**config.mk**
```make
export PLATFORM = sky130hd
export DESIGN_NAME = iir_coef_ctrl
export DESIGN_NICKNAME = d
export VERILOG_FILES = /design/src/rtl/iir_coef_ctrl.sv
export SDC_FILE = /design/constraint.sdc
export NUM_CORES = 1
export LEC_CHECK = 0
export CORE_MARGIN = 3
export CORE_UTILIZATION = 25
export DETAILED_ROUTE_END_ITERATION = 10
export MAX_ROUTING_LAYER = met4
export PLACE_DENSITY = 0.43
export SLEW_MARGIN = 20
export SYNTH_ARGS = -nofsm -noshare
export SYNTH_HDL_FRONTEND = slang
export SYNTH_SLANG_ARGS = --single-unit
```
**constraint.sdc**
```tcl
create_clock -name clk -period 4.4 [get_ports clk]
set_clock_uncertainty 0.2 [all_clocks]
set_input_delay 0.88 -clock clk [delete_from_list [all_inputs] [get_ports clk]]
set_output_delay 0.88 -clock clk [all_outputs]
set_load 0.02 [all_outputs]
```
**src/rtl/iir_coef_ctrl.sv**
```systemverilog
// Coefficient and sequencing controller for the Q15 biquad IIR datapath.
// Host writes land in a shadow bank. A commit swaps the whole shadow bank into
// the active bank at a sample gap, or forced after MAX_WAIT cycles. The swap can
// be followed by a filter flush, and then a settle window that masks out_valid_o.
module iir_coef_ctrl #(
    parameter int unsigned CW        = 32,
    parameter int unsigned FLUSH_LEN = 2,
    parameter int unsigned SETTLE    = 4,
    parameter int unsigned MAX_WAIT  = 255
) (
    input  logic          clk,
    input  logic          rst,
    input  logic          cfg_valid_i,
    output logic          cfg_ready_o,
    input  logic [2:0]    cfg_addr_i,
    input  logic [CW-1:0] cfg_data_i,
    output logic          cfg_err_o,
    input  logic          samp_valid_i,
    output logic [CW-1:0] b0_o,
    output logic [CW-1:0] b1_o,
    output logic [CW-1:0] b2_o,
    output logic [CW-1:0] a1_o,
    output logic [CW-1:0] a2_o,
    output logic          filt_rst_o,
    output logic          out_valid_o,
    output logic          busy_o
);

    localparam int unsigned CntW = 16;
    localparam logic [CW-1:0] B0Unity = CW'(32768);

    typedef enum logic [2:0] {StIdle, StLoaded, StPending, StFlush, StSettle} state_e;

    state_e          state_q, state_d;
    logic [CntW-1:0] wait_q, wait_d;
    logic [CntW-1:0] cnt_q, cnt_d;   // flush length in StFlush, sample count in StSettle
    logic            flush_q, flush_d;
    logic            filt_rst_q, out_valid_q, err_q;
    logic            fire, swap, suppress;

    logic [CW-1:0] sh_b0_q, sh_b1_q, sh_b2_q, sh_a1_q, sh_a2_q;
    logic [CW-1:0] act_b0_q, act_b1_q, act_b2_q, act_a1_q, act_a2_q;

    // Next-state logic, handshake, and output masking.
    always_comb begin
        state_d     = state_q;
        wait_d      = wait_q;
        cnt_d       = cnt_q;
        flush_d     = flush_q;
        cfg_ready_o = 1'b0;
        busy_o      = 1'b0;
        fire        = 1'b0;
        swap        = 1'b0;
        suppress    = 1'b0;
        case (state_q)
            StIdle, StLoaded: begin
                cfg_ready_o = 1'b1;
                fire        = cfg_valid_i;
                if (fire) begin
                    if (cfg_addr_i <= 3'd4) begin
                        state_d = StLoaded;
                    end else if (cfg_addr_i == 3'd5) begin
                        state_d = StPending;
                        flush_d = cfg_data_i[0];
                        wait_d  = '0;
                    end
                end
            end
            StPending: begin
                busy_o = 1'b1;
                // Swap in a sample gap, or force it once the wait budget runs out.
                if (!samp_valid_i || wait_q == CntW'(MAX_WAIT - 1)) begin
                    swap     = 1'b1;
                    suppress = 1'b1;
                    wait_d   = '0;
                    cnt_d    = '0;
                    if (flush_q) begin
                        state_d = StFlush;
                    end else begin
                        state_d = (SETTLE == 0) ? StIdle : StSettle;
                    end
                end else begin
                    wait_d = wait_q + 16'd1;
                end
            end
            StFlush: begin
                busy_o   = 1'b1;
                suppress = 1'b1;
                if (cnt_q == CntW'(FLUSH_LEN - 1)) begin
                    cnt_d   = '0;
                    state_d = (SETTLE == 0) ? StIdle : StSettle;
                end else begin
                    cnt_d = cnt_q + 16'd1;
                end
            end
            StSettle: begin
                busy_o   = 1'b1;
                suppress = 1'b1;
                if (samp_valid_i) begin
                    if (cnt_q == CntW'(SETTLE - 1)) begin
                        cnt_d   = '0;
                        state_d = StIdle;
                    end else begin
                        cnt_d = cnt_q + 16'd1;
                    end
                end
            end
            default: state_d = StIdle;
        endcase
    end

    // Control state, counters and registered strobes.
    always_ff @(posedge clk) begin
        if (rst) begin
            state_q     <= StIdle;
            wait_q      <= '0;
            cnt_q       <= '0;
            flush_q     <= 1'b0;
            filt_rst_q  <= 1'b1;
            out_valid_q <= 1'b0;
            err_q       <= 1'b0;
        end else begin
            state_q     <= state_d;
            wait_q      <= wait_d;
            cnt_q       <= cnt_d;
            flush_q     <= flush_d;
            filt_rst_q  <= (state_d == StFlush);
            out_valid_q <= samp_valid_i & ~suppress;
            err_q       <= fire & cfg_addr_i[2] & cfg_addr_i[1];
        end
    end

    // Shadow bank: host writes to addresses 0-4.
    always_ff @(posedge clk) begin
        if (rst) begin
            sh_b0_q <= B0Unity;
            sh_b1_q <= '0;
            sh_b2_q <= '0;
            sh_a1_q <= '0;
            sh_a2_q <= '0;
        end else if (fire) begin
            case (cfg_addr_i)
                3'd0:    sh_b0_q <= cfg_data_i;
                3'd1:    sh_b1_q <= cfg_data_i;
                3'd2:    sh_b2_q <= cfg_data_i;
                3'd3:    sh_a1_q <= cfg_data_i;
                3'd4:    sh_a2_q <= cfg_data_i;
                default: ;
            endcase
        end
    end

    // Active bank: all five coefficients load on the same edge.
    always_ff @(posedge clk) begin
        if (rst) begin
            act_b0_q <= B0Unity;
            act_b1_q <= '0;
            act_b2_q <= '0;
            act_a1_q <= '0;
            act_a2_q <= '0;
        end else if (swap) begin
            act_b0_q <= sh_b0_q;
            act_b1_q <= sh_b1_q;
            act_b2_q <= sh_b2_q;
            act_a1_q <= sh_a1_q;
            act_a2_q <= sh_a2_q;
        end
    end

    assign b0_o        = act_b0_q;
    assign b1_o        = act_b1_q;
    assign b2_o        = act_b2_q;
    assign a1_o        = act_a1_q;
    assign a2_o        = act_a2_q;
    assign filt_rst_o  = filt_rst_q;
    assign out_valid_o = out_valid_q;
    assign cfg_err_o   = err_q;

endmodule

```
; ---- Yosys cells after proc, flatten, opt, wreduce, memory -nomap -nowiden
; Cells that the tools add are included.
[totals]
ff_bits = 359
out_inout_bits = 165
word_cells = 85
[classes]
muxes = 25
eq_ne = 18
n_reduce_logical = 17
bitwise = 5
order_cmp = 1
n_addsub = 2
[op_table]
columns = cell, n
row1 = $mux 16, 8
row2 = $pmux 16 s3, 1
row3 = $add 16x1->16 const B, 2
row4 = $pmux 16 s2, 1
row5 = $mux 3, 8
row6 = $eq 16x1->1 const B, 1
row7 = $eq 16x2->1 const B, 1
row8 = $eq 16x8->1 const B, 1
row9 = $eq 3x2->1 const B, 5
row10 = $pmux 3 s4, 1
row11 = $ne 2x2->1 const B, 5
row12 = $reduce_and 2->1, 5
row13 = $eq 3x3->1 const B, 3
row14 = $reduce_and 4->1, 2
row15 = $eq 3x1->1 const B, 2
row16 = $logic_not 3->1, 2
row17 = $mux 1, 5
row18 = $reduce_or 2->1, 2
row19 = $and 1x1->1, 3
row20 = $le 3x3->1 const B, 1
row21 = $reduce_and 3->1, 1
row22 = $reduce_bool 3->1, 1
row23 = $reduce_or 3->1, 1
row24 = $not 1->1, 2
row25 = other kinds (4), 4

; ---- Logic depth before layout (Yosys ltp)
; Gate-level depths: netlist of run 1.
[depth]
word_depth = 6
depth_mapped = 10

; ---- Least setup slack after synthesis of run 1
; No wires, ideal clock.
[synth_timing]
kind = input -> register
from = input port cfg_addr_i[0]
to = register wait_q[15]
t_required_ps = 4130
setup_ps = 70
path_slack_ps = 1952
path_buffers = 2
cell_stages = 6
t_arrival_ps = 2178
path_cell_list = clkbuf_2 > and4b_1 > clkbuf_1 > a21boi_1 > or4_1 > a21oi_1
[synth_via]
elab_chain_len = 3
[synth_rtl]
columns = element, line
row1 = "start, declared", 15  ; input logic [2:0] cfg_addr_i,
row2 = $le 3x3->1 / $eq 3x3->1 (equally long branches), "60, 62"
row3 = $ne 2x2->1 (no line), --
row4 = $reduce_and 4->1 (no line) *, --
row5 = "end signal, assigned", 124  ; wait_q <= wait_d;
row6 = "end, declared", 35  ; logic [CntW-1:0] wait_q, wait_d;
; Mark *: on every way between the ends. The rest lies on a longest branch, timed or not.
; A chain may end at the register's enable or synchronous reset.

; ---- Worst setup path after layout of run 1
[layout_timing]
from = register state_q[2]
to = output port cfg_ready_o
[layout_via]
elab_chain_len = 3
[layout_rtl]
columns = element, line
row1 = "start, declared", 34  ; state_e state_q, state_d;
row2 = "start signal, assigned", 115  ; state_q <= StIdle;
row3 = "start signal, assigned", 123  ; state_q <= state_d;
row4 = $eq 3x1->1 / $logic_not 3->1 (equally long branches), 55  ; case (state_q)
row5 = $reduce_or 2->1 *, 55
row6 = $mux 1 *, 55
row7 = "end, declared", 14  ; output logic cfg_ready_o,
; Marks and branches as above.

==> results of run 1 <==
[through the flow]
step	hold slack (ps)	utilization	std cells
after detailed placement	242.8	0.3042	2433
after CTS	245.9	0.3333	2512
after global placement	237.2	0.3042	2433
final	238.1	0.3333	2512
after floorplan	232.1	-	1650
after global routing	266.6	0.3333	2512
[logic make-up (layout without fill, tap and decap cells)]
family / after synthesis / count (layout) / share of synthesized area
AOI/OAI and AO/OA: 375 / 375 / 0.1538
buffers and inverters: 122 / 304 / 0.03870
adders and majority gates: 4 / 4 / 0.003823
and+or+nand+nor: 775 / 775 / 0.2446
muxes: 1 / 1 / 0.0008600
xor gates and xnor gates: 14 / 14 / 0.009366
DFF: 359 / 359 / 0.5489
[cell type report]
class | count | area [um^2]
inverters | 10 | 37.54
multi-input cells | 1169 | 5449
clock inverters | 20 | 316.6
repair buffers | 215 | 2177
fillers | 5457 | 34410
clock buffers | 59 | 1186
flip-flops and latches | 359 | 7187
well taps | 680 | 850.8
[critical path, cell delays in order, from the launching register on]
cell	delay (ps)
dfxtp_1	380
or2_2	370
clkinv_1	160
clkdlybuf4s50_1	630
[layer usage]
metal | share of wire | vias up | track usage
met4 | 0.024 | 0 | 0.05231
met3 | 0.056 | 59 | 0.03697
met2 | 0.46 | 250 | 0.2533
met5 | 0 | - | -
met1 | 0.46 | 5398 | 0.2082
li1 | - | 5730 | -
[sequential cells by signal, summed over array words and instances, names as in the netlist]
name / flops
a1_o: 32
a2_o: 32
b0_o: 32
b1_o: 32
b2_o: 32
cfg_err_o: 1
cnt_q: 16
filt_rst_o: 1
flush_q: 1
out_valid_o: 1
sh_a1_q: 32
sh_a2_q: 32
sh_b0_q: 32
sh_b1_q: 32
sh_b2_q: 32
state_q: 3
wait_q: 16
[power by group]
part | internal [mW] | leakage, nW | total (mW) | switching, mW
Combinational | 0.0773 | 1.84 | 0.292 | 0.215
Clock | 2.32 | 0.730 | 3.79 | 1.47
Sequential | 3.29 | 2.90 | 3.31 | 0.0194
[layout by cell type, fill, tap and decap left out, types with 8 or more instances in the layout]
master / instances
a21oi_1: 333
buf_4: 8
clkbuf_1: 11
clkbuf_16: 43
clkdlybuf4s50_1: 202
dfxtp_1: 359
inv_1: 9
nand2_1: 665
nand3_1: 17
nand4_1: 11
nor2_1: 20
o31ai_1: 8
or4_1: 10
xnor2_1: 8
[final timing paths]
| path | startpoint | end | slack, ps | cells past startpoint |
|---|---|---|---|---|
| setup reg to reg | wait_q[0] | b0_o[6] | 1630 | 8 |
| hold / removal | sh_b2_q[7] | b2_o[7] | 240 | 2 |
| hold reg to reg | sh_b2_q[7] | b2_o[7] | 240 | 2 |
| setup / recovery | state_q[2] | cfg_ready_o | 1210 | 3 |
==> flow_metrics.py, run 1 <==
metrics = {
    "run_status": {
        "status": "finished, final reports clean",
    },
    "clock_network": {
        "htree_num_levels": 2,
        "clkSinkCount": 359,
        "postCtsSetupBuffers": 0,
        "hold_buffers": 0,
        "cts_buffers": 43,
        "clk_pin_slew_ps": 60,
        "clock_latency_ps": 580,
        "cts_resized": 0,
        "cts_buffer_depth": 3,
        "clock-root-buffer": "clkbuf_16",
        "cts_tree": "done",
    },
    "global_routing": {
        "grt_max_degree": 163,
        "grt_pass1_wl_um": 67490,
        "antenna_found_initial": 0,
        "grt_usage": 0.1622,
        "grt_pass1_vias": 11150,
        "grt_overflow_total": 0,
    },
    "finish": {
        "fin_area_mm2": 0.01720,
        "layout-drive-gt1-share": 0.06441,
        "nets": 1841,
        "antenna_cells": 0,
        "syn2layout_area_growth_pct": 31.40,
    },
    "sta": {
        "finalMaxSlewViolations": 0,
        "grt_setup_unrepaired": "false",
        "finalCriticalPeriod_ps": 3190,
        "hold_viol_final": 0,
        "worst_slew_pin_slew_ps": 992.0,
        "fin_crit_sh": 0.7249,
        "setup_viol": 0,
        "setup_tns_ps": 0,
        "fmax_mhz": 313.5,
        "slew_headroom": 0.3387,
        "setup_ws_ps": 1210,
    },
    "worst_setup_path": {
        "crit_path_end_kind": "primary output",
        "required_ps": 3320,
        "cp-start-kind": "flip-flop",
        "crit_arrival_ps": 2110,
        "critPathKind": "reg -> out",
        "worstPathMaxFanout": 8,
    },
    "place": {
        "placed_area_mm2": 0.01570,
        "place_congestion": 0.7472,
        "hpwlAfterDp_um": 28380,
        "io_buffer_count": 203,
        "dp_slack_ps": 968.5,
    },
    "floorplanning": {
        "fp.dieW_um": 234.8,
        "die_area_mm2": 0.05515,
        "initial_core_util": 0.2537,
        "ios": 204,
        "die_h_um": 234.8,
        "rows": 83,
        "coreArea_mm2": 0.05161,
    },
    "logic_synthesis": {
        "syn_avg_cell_area_um2": 7.935,
        "ys_top_cells_by_area": "dfxtp_1 (55%), nand2_1 (19%), a21oi_1 (13%)",
        "syn_nets": 1693,
        "synth-edff-count": 0,
        "async_flop_share": 0,
        "synth_flop_cell": "dfxtp_1",
        "synth_top_area_share": 0.5489,
        "synth_cell_types": 58,
        "seq_area_frac_synth": 0.5489,
        "synth.most_common_cell": "nand2_1",
        "synthTopCellsByCount": "nand2_1 (667), dfxtp_1 (359), a21oi_1 (333)",
        "netlist_area_mm2": 0.01309,
        "synthCells": 1650,
        "synth_top_cell_by_area": "dfxtp_1",
        "ys_ff_latch": 359,
        "synth_warnings": 0,
    },
    "drt": {
        "ant_nets": 0,
        "vias_per_cell": 4.553,
        "drc": 0,
        "drt_wl_total_um": 45160,
        "vias": 11440,
        "wl_per_cell_um": 17.98,
        "first_iter_violations": 639,
        "drt_pass1_iterations": 5,
    },
    "power_and_ir_drop": {
        "power-per-cell-area_mw_per_mm2": 429.2,
        "leakage_nw": 5.467,
        "ir_drop_v": 0.0002440,
        "power_mw": 7.384,
    },
    "run": {
        "maxCapViolations": 0,
    },
    "worst_hold_path": {
        "hold_class": "reg -> reg",
    },
}
(Power assumes the default switching activity.)
==> run 2: changes to the inputs <==
- clock period: 4.4 -> 3.15 ns (I/O delays scaled with it)
==> run 2 against run 1 <==
Compared with the run above:
- non-clock buffer count grew 8
- register-to-register slack lost 970 ps
- power grew 37%
- global-route usage is essentially flat
- worst hold slack gained 6.6 ps
- first-iteration DRC count grew 19%
- critical path type unchanged
- critical endpoint unchanged
==> flow_metrics.py, run 2 (synthesis results as in run 1) <==
metrics = {
    "run_status": {
        "status": "finished, final reports clean",
    },
    "worst_hold_path": {
        "hold_class": "reg -> reg",
    },
    "drt": {
        "drt_pass1_iterations": 5,
        "drc": 0,
        "drt_wl_total_um": 45130,
        "vias_per_cell": 4.560,
        "first_iter_violations": 759,
        "vias": 11480,
        "wl_per_cell_um": 17.92,
        "ant_nets": 0,
    },
    "clock_network": {
        "clkSinkCount": 359,
        "cts_tree": "done",
        "hold_buffers": 0,
        "clk_pin_slew_ps": 60,
        "postCtsSetupBuffers": 0,
        "cts_buffers": 44,
        "clock-root-buffer": "clkbuf_16",
        "clock_latency_ps": 560,
        "cts_resized": 0,
        "cts_buffer_depth": 3,
        "htree_num_levels": 2,
    },
    "sta": {
        "fmax_mhz": 341.4,
        "setup_ws_ps": 220.6,
        "worst_slew_pin_slew_ps": 767.5,
        "setup_tns_ps": 0,
        "fin_crit_sh": 0.9300,
        "setup_viol": 0,
        "finalCriticalPeriod_ps": 2929,
        "finalMaxSlewViolations": 0,
        "slew_headroom": 0.4872,
        "hold_ws_ps": 244.7,
        "grt_setup_unrepaired": "false",
        "hold_viol_final": 0,
    },
    "worst_setup_path": {
        "required_ps": 2320,
        "cp-start-kind": "flip-flop",
        "worstPathMaxFanout": 8,
        "crit_path_end_kind": "primary output",
        "critPathKind": "reg -> out",
        "crit_arrival_ps": 2100,
        "rrSetupSlack_ps": 660,
    },
    "floorplanning": {
        "rows": 83,
        "initial_core_util": 0.2537,
        "ios": 204,
        "fp.dieW_um": 234.8,
        "die_area_mm2": 0.05515,
        "coreArea_mm2": 0.05161,
        "die_h_um": 234.8,
    },
    "finish": {
        "antenna_cells": 0,
        "layout_common_cells": "nand2_1 (665), dfxtp_1 (359), a21oi_1 (333)",
        "nets": 1850,
        "syn2layout_area_growth_pct": 32.00,
        "fin_area_mm2": 0.01728,
        "final_common_cell": "nand2_1",
        "layout-drive-gt1-share": 0.07018,
    },
    "power_and_ir_drop": {
        "sw_frac_of_total": 0.2296,
        "power_frac_comb": 0.041,
        "ir_drop_v": 0.0002761,
        "power_frac_clock": 0.503,
        "p_int_mw": 7.810,
        "leakage_nw": 5.519,
        "seqPwrFrac": 0.456,
        "power-per-cell-area_mw_per_mm2": 586.6,
        "switchingPower_mw": 2.328,
    },
    "place": {
        "dp_slack_ps": 261.5,
        "io_buffer_count": 203,
        "placed_area_mm2": 0.01582,
        "hpwlAfterDp_um": 28780,
        "place_congestion": 0.7649,
    },
    "run": {
        "maxCapViolations": 0,
    },
    "global_routing": {
        "grt_pass1_vias": 10960,
        "grt_pass1_wl_um": 67700,
        "grt_usage": 0.1625,
        "grt_overflow_total": 0,
        "grt_max_degree": 98,
        "antenna_found_initial": 0,
    },
}
[run 2: cell types whose count changed in the layout (fill, tap and decap cells not counted)]
cell,before,now
buf_12,4,9
buf_4,8,11
bufinv_16,7,4
clkbuf_1,11,6
clkbuf_16,43,44
clkbuf_8,5,9
clkinv_2,7,10
clkinv_4,0,1
clkinv_8,0,1
clkinvlp_4,3,1
inv_16,2,0
[run 2: path summary, 6_finish.rpt]
check	cells past startpoint	start	to
worst max-delay path	3	state_q[2]	cfg_ready_o
worst min-delay path	2	sh_b0_q[14]	b0_o[14]
worst max register to register	6	wait_q[1]	cnt_q[14]
worst min register to register	2	sh_b0_q[14]	b0_o[14]
[run 2: metal layers]
| metal | routed length (um) | track usage | share of wire | vias up |
|---|---|---|---|---|
| met5 | 0 | - | 0 | - |
| met4 | 993 | 0.04712 | 0.022 | 0 |
| met3 | 2149 | 0.02911 | 0.048 | 68 |
| met2 | 20600 | 0.2550 | 0.46 | 258 |
| met1 | 21380 | 0.2145 | 0.47 | 5407 |
| li1 | - | - | - | 5748 |
[run 2: power groups by stage]
stage | Combinational (mW) | Clock, mW | Sequential (mW)
finish | 0.420 | 5.10 | 4.62
global route | 0.458 | 5.46 | 4.62
CTS | 0.432 | 5.28 | 4.62
detailed placement | 0.431 | 0 | 4.72
global placement | 0.427 | 0 | 4.72
floorplan | 0.196 | 0 | 4.71
[run 2: area by class of cell]
cell class / instances / area, um^2
tap: 680 / 850.8
clock inverter: 18 / 211.5
multi-input combinational: 1169 / 5449
timing repair buffer: 223 / 2300
fill: 5392 / 34330
inverter: 10 / 37.54
clock buffer: 59 / 1247
sequential: 359 / 7187
[run 2: stage by stage]
stage	total power, mW	cells	util
after global placement	5.144	2441	0.3066
after floorplan	4.911	1650	-
after detailed placement	5.149	2441	0.3066
after global routing	10.54	2518	0.3349
final	10.14	2518	0.3349
after CTS	10.33	2518	0.3349
[run 2: worst max-delay path, stage by stage (launching register included)]
cell	delay [ps]
dfxtp_1	380
or2_2	370
clkinv_1	170
clkdlybuf4s50_1	630
==> RTL change: new RTL, settings of run 2 <==
Encoding of `state_e`: now one-hot (5 bits for 5 states).
--- a/src/rtl/iir_coef_ctrl.sv
+++ b/src/rtl/iir_coef_ctrl.sv
@@ -29,7 +29,7 @@
     localparam int unsigned CntW = 16;
     localparam logic [CW-1:0] B0Unity = CW'(32768);
 
-    typedef enum logic [2:0] {StIdle, StLoaded, StPending, StFlush, StSettle} state_e;
+    typedef enum logic [4:0] {StIdle = 5'b00001, StLoaded = 5'b00010, StPending = 5'b00100, StFlush = 5'b01000, StSettle = 5'b10000} state_e;
 
     state_e          state_q, state_d;
     logic [CntW-1:0] wait_q, wait_d;
Function: same outputs for any inputs over 4 cycles, from zero or initial values and one cycle with rst high; so few cycles prove little.
==> RTL change against run 2 <==
Area after synthesis up 2.1%. Via count up 2.8%. Sequential cell count up 2. Worst setup slack worse by 0.088 ns. Sequential share of layout area fell by 0.38 points. Cell area up 1.5%. Routed wire length rose by 4.1%. Count of clock-buffer cells in the layout up 5. Total power up 2.0%. Worst hold slack better by 0.0019 ns.
==> RTL change: results (changes against run 2) <==
[outcome]
status=finished, final reports clean

[power]
internal_power_uw=7890  ; +0.96%
vdd_drop_max_v=0.000373  ; +35%
leakagePower_uw=0.00559  ; +1.3%
p_seq_share_pct=45.3  ; -0.3 points

[layout]
inv_count=13  ; +3
clock_cell_area_share_pct=8.18  ; -0.26 points
bufAreaShareNonClock_pct=13.9  ; +0.59 points
nNonClkBuffers=236  ; +5.8%
seq_cell_count=361  ; +0.56%
nets=1875  ; +1.4%
multi_input_area_um2=5530  ; +1.5%
seq_share_pct=41.2  ; -0.38 points
fin_cells=2553  ; +1.4%
n_fill_cell=5573  ; +3.4%
num_antenna_cells=1  ; +1
nMultiInputCombCells=1176  ; +0.60%
drive_gt1_share_pct=6.55  ; -0.47 points
nClkBuffers=64  ; +8.5%

[critical_path]
slowest_delay_ns=0.61  ; -0.02 ns
reg2reg_setup_slack_ns=0.34  ; -0.32 ns
crit_start=state_q[4]$_SDFF_PP0_
rr_startpoint=wait_q[8]$_SDFFE_PP0P_
path_max_fanout=11  ; +3
r2r-end=b1_o[11]$_SDFFE_PP0P_
arrival_ns=2.19  ; +0.09 ns
r2r.worst_path.cells=6  ; unchanged
crit_path_end=busy_o
critPathTopFamily=simple AND/OR/NAND/NOR gates

[global_route]
grt_first_pass_wirelength_um=69400  ; +2.6%
grt_pass1_vias=11100  ; +1.4%
met2_usage_pct=26.2  ; +0.72 points
antenna_found_initial=1  ; +1
grt_util_all_layers_pct=16.7  ; +0.48 points
grt_util_met3_pct=3.48  ; +0.57 points
grt_start_max_net_pins=109  ; +11%
grt_use_met1_pct=21.8  ; +0.37 points

[placed_design]
pre_cts_ws_ns=0.151  ; -0.110 ns
hpwlAfterDp_um=29500  ; +2.7%
dp.cells=2474  ; +1.4%
routabilityCongestion=0.806  ; +5.3%

[logic_synthesis]
synth_area_leaders=dfxtp_1 54%, nand2_1 18%, a21oi_1 13%, clkbuf_1 2.1%, buf_2 1.3%
async_reset_ff_share_pct=0  ; unchanged
synthTopCellsByCount=657 x nand2_1, 361 x dfxtp_1, 341 x a21oi_1
yosysUniqueCellTypes=55  ; -5.2%
syn_avg_cell_area_um2=7.99  ; +0.72%
synth_nets=1715  ; +1.3%
synth_seq_area_share_pct=54.1  ; -0.81 points

[routing]
met2WireLength_um=21300  ; +3.5%
wire_per_inst_um=18.4  ; +2.7%
drt_iter0_markers=915  ; +21%
drt-met1-wl_um=21900  ; +2.6%
wl_met3_um=2420  ; +12%
avgViaCountPerCell=4.62  ; +1.4%

[timing]
relSlewSlack_pct=48.8  ; about the same
worst_slack_ns=0.133  ; -0.0878 ns

[clocking]
clock_latency_ns=0.56  ; about the same

[min_path]
hold_path_end=a2_o[20]$_SDFFE_PP0P_
worstHoldStart=sh_a2_q[20]$_SDFFE_PP0P_

[RTL change: cell types whose count changed after synthesis, sizes merged, moves of 6 or more]
| cell | change |
|---|---|
| a2111oi | +6 |
| clkbuf | -11 |
| buf | +21 |
| xnor2 | +9 |
| nand2 | -10 |
| nand4 | -7 |
| nand3 | -7 |
[RTL change: timing repair]
action,CTS,global route
resized for setup,1,2
endpoints found under the setup margin,1,1
hold endpoints to repair,0,0
[RTL change: cell families after synthesis]
family	Yosys count	share of synthesized area, %
DFF	361	54.1
muxes	1	0.0749
buffers and inverters	135	4.81
AOI/OAI and AO/OA	387	15.6
and+or+nand+nor	765	23.8
xor gates and xnor gates	19	1.25
adders and majority gates	4	0.375
[RTL change: through the flow]
stage	hold slack, ns	power [uW]	cell area (um^2)
floorplan	0.232	5100	13400
global placement	0.237	5380	16100
detailed placement	0.241	5380	16100
CTS	0.238	10500	17500
global route	0.264	10800	17500
finish	0.247	10300	17500
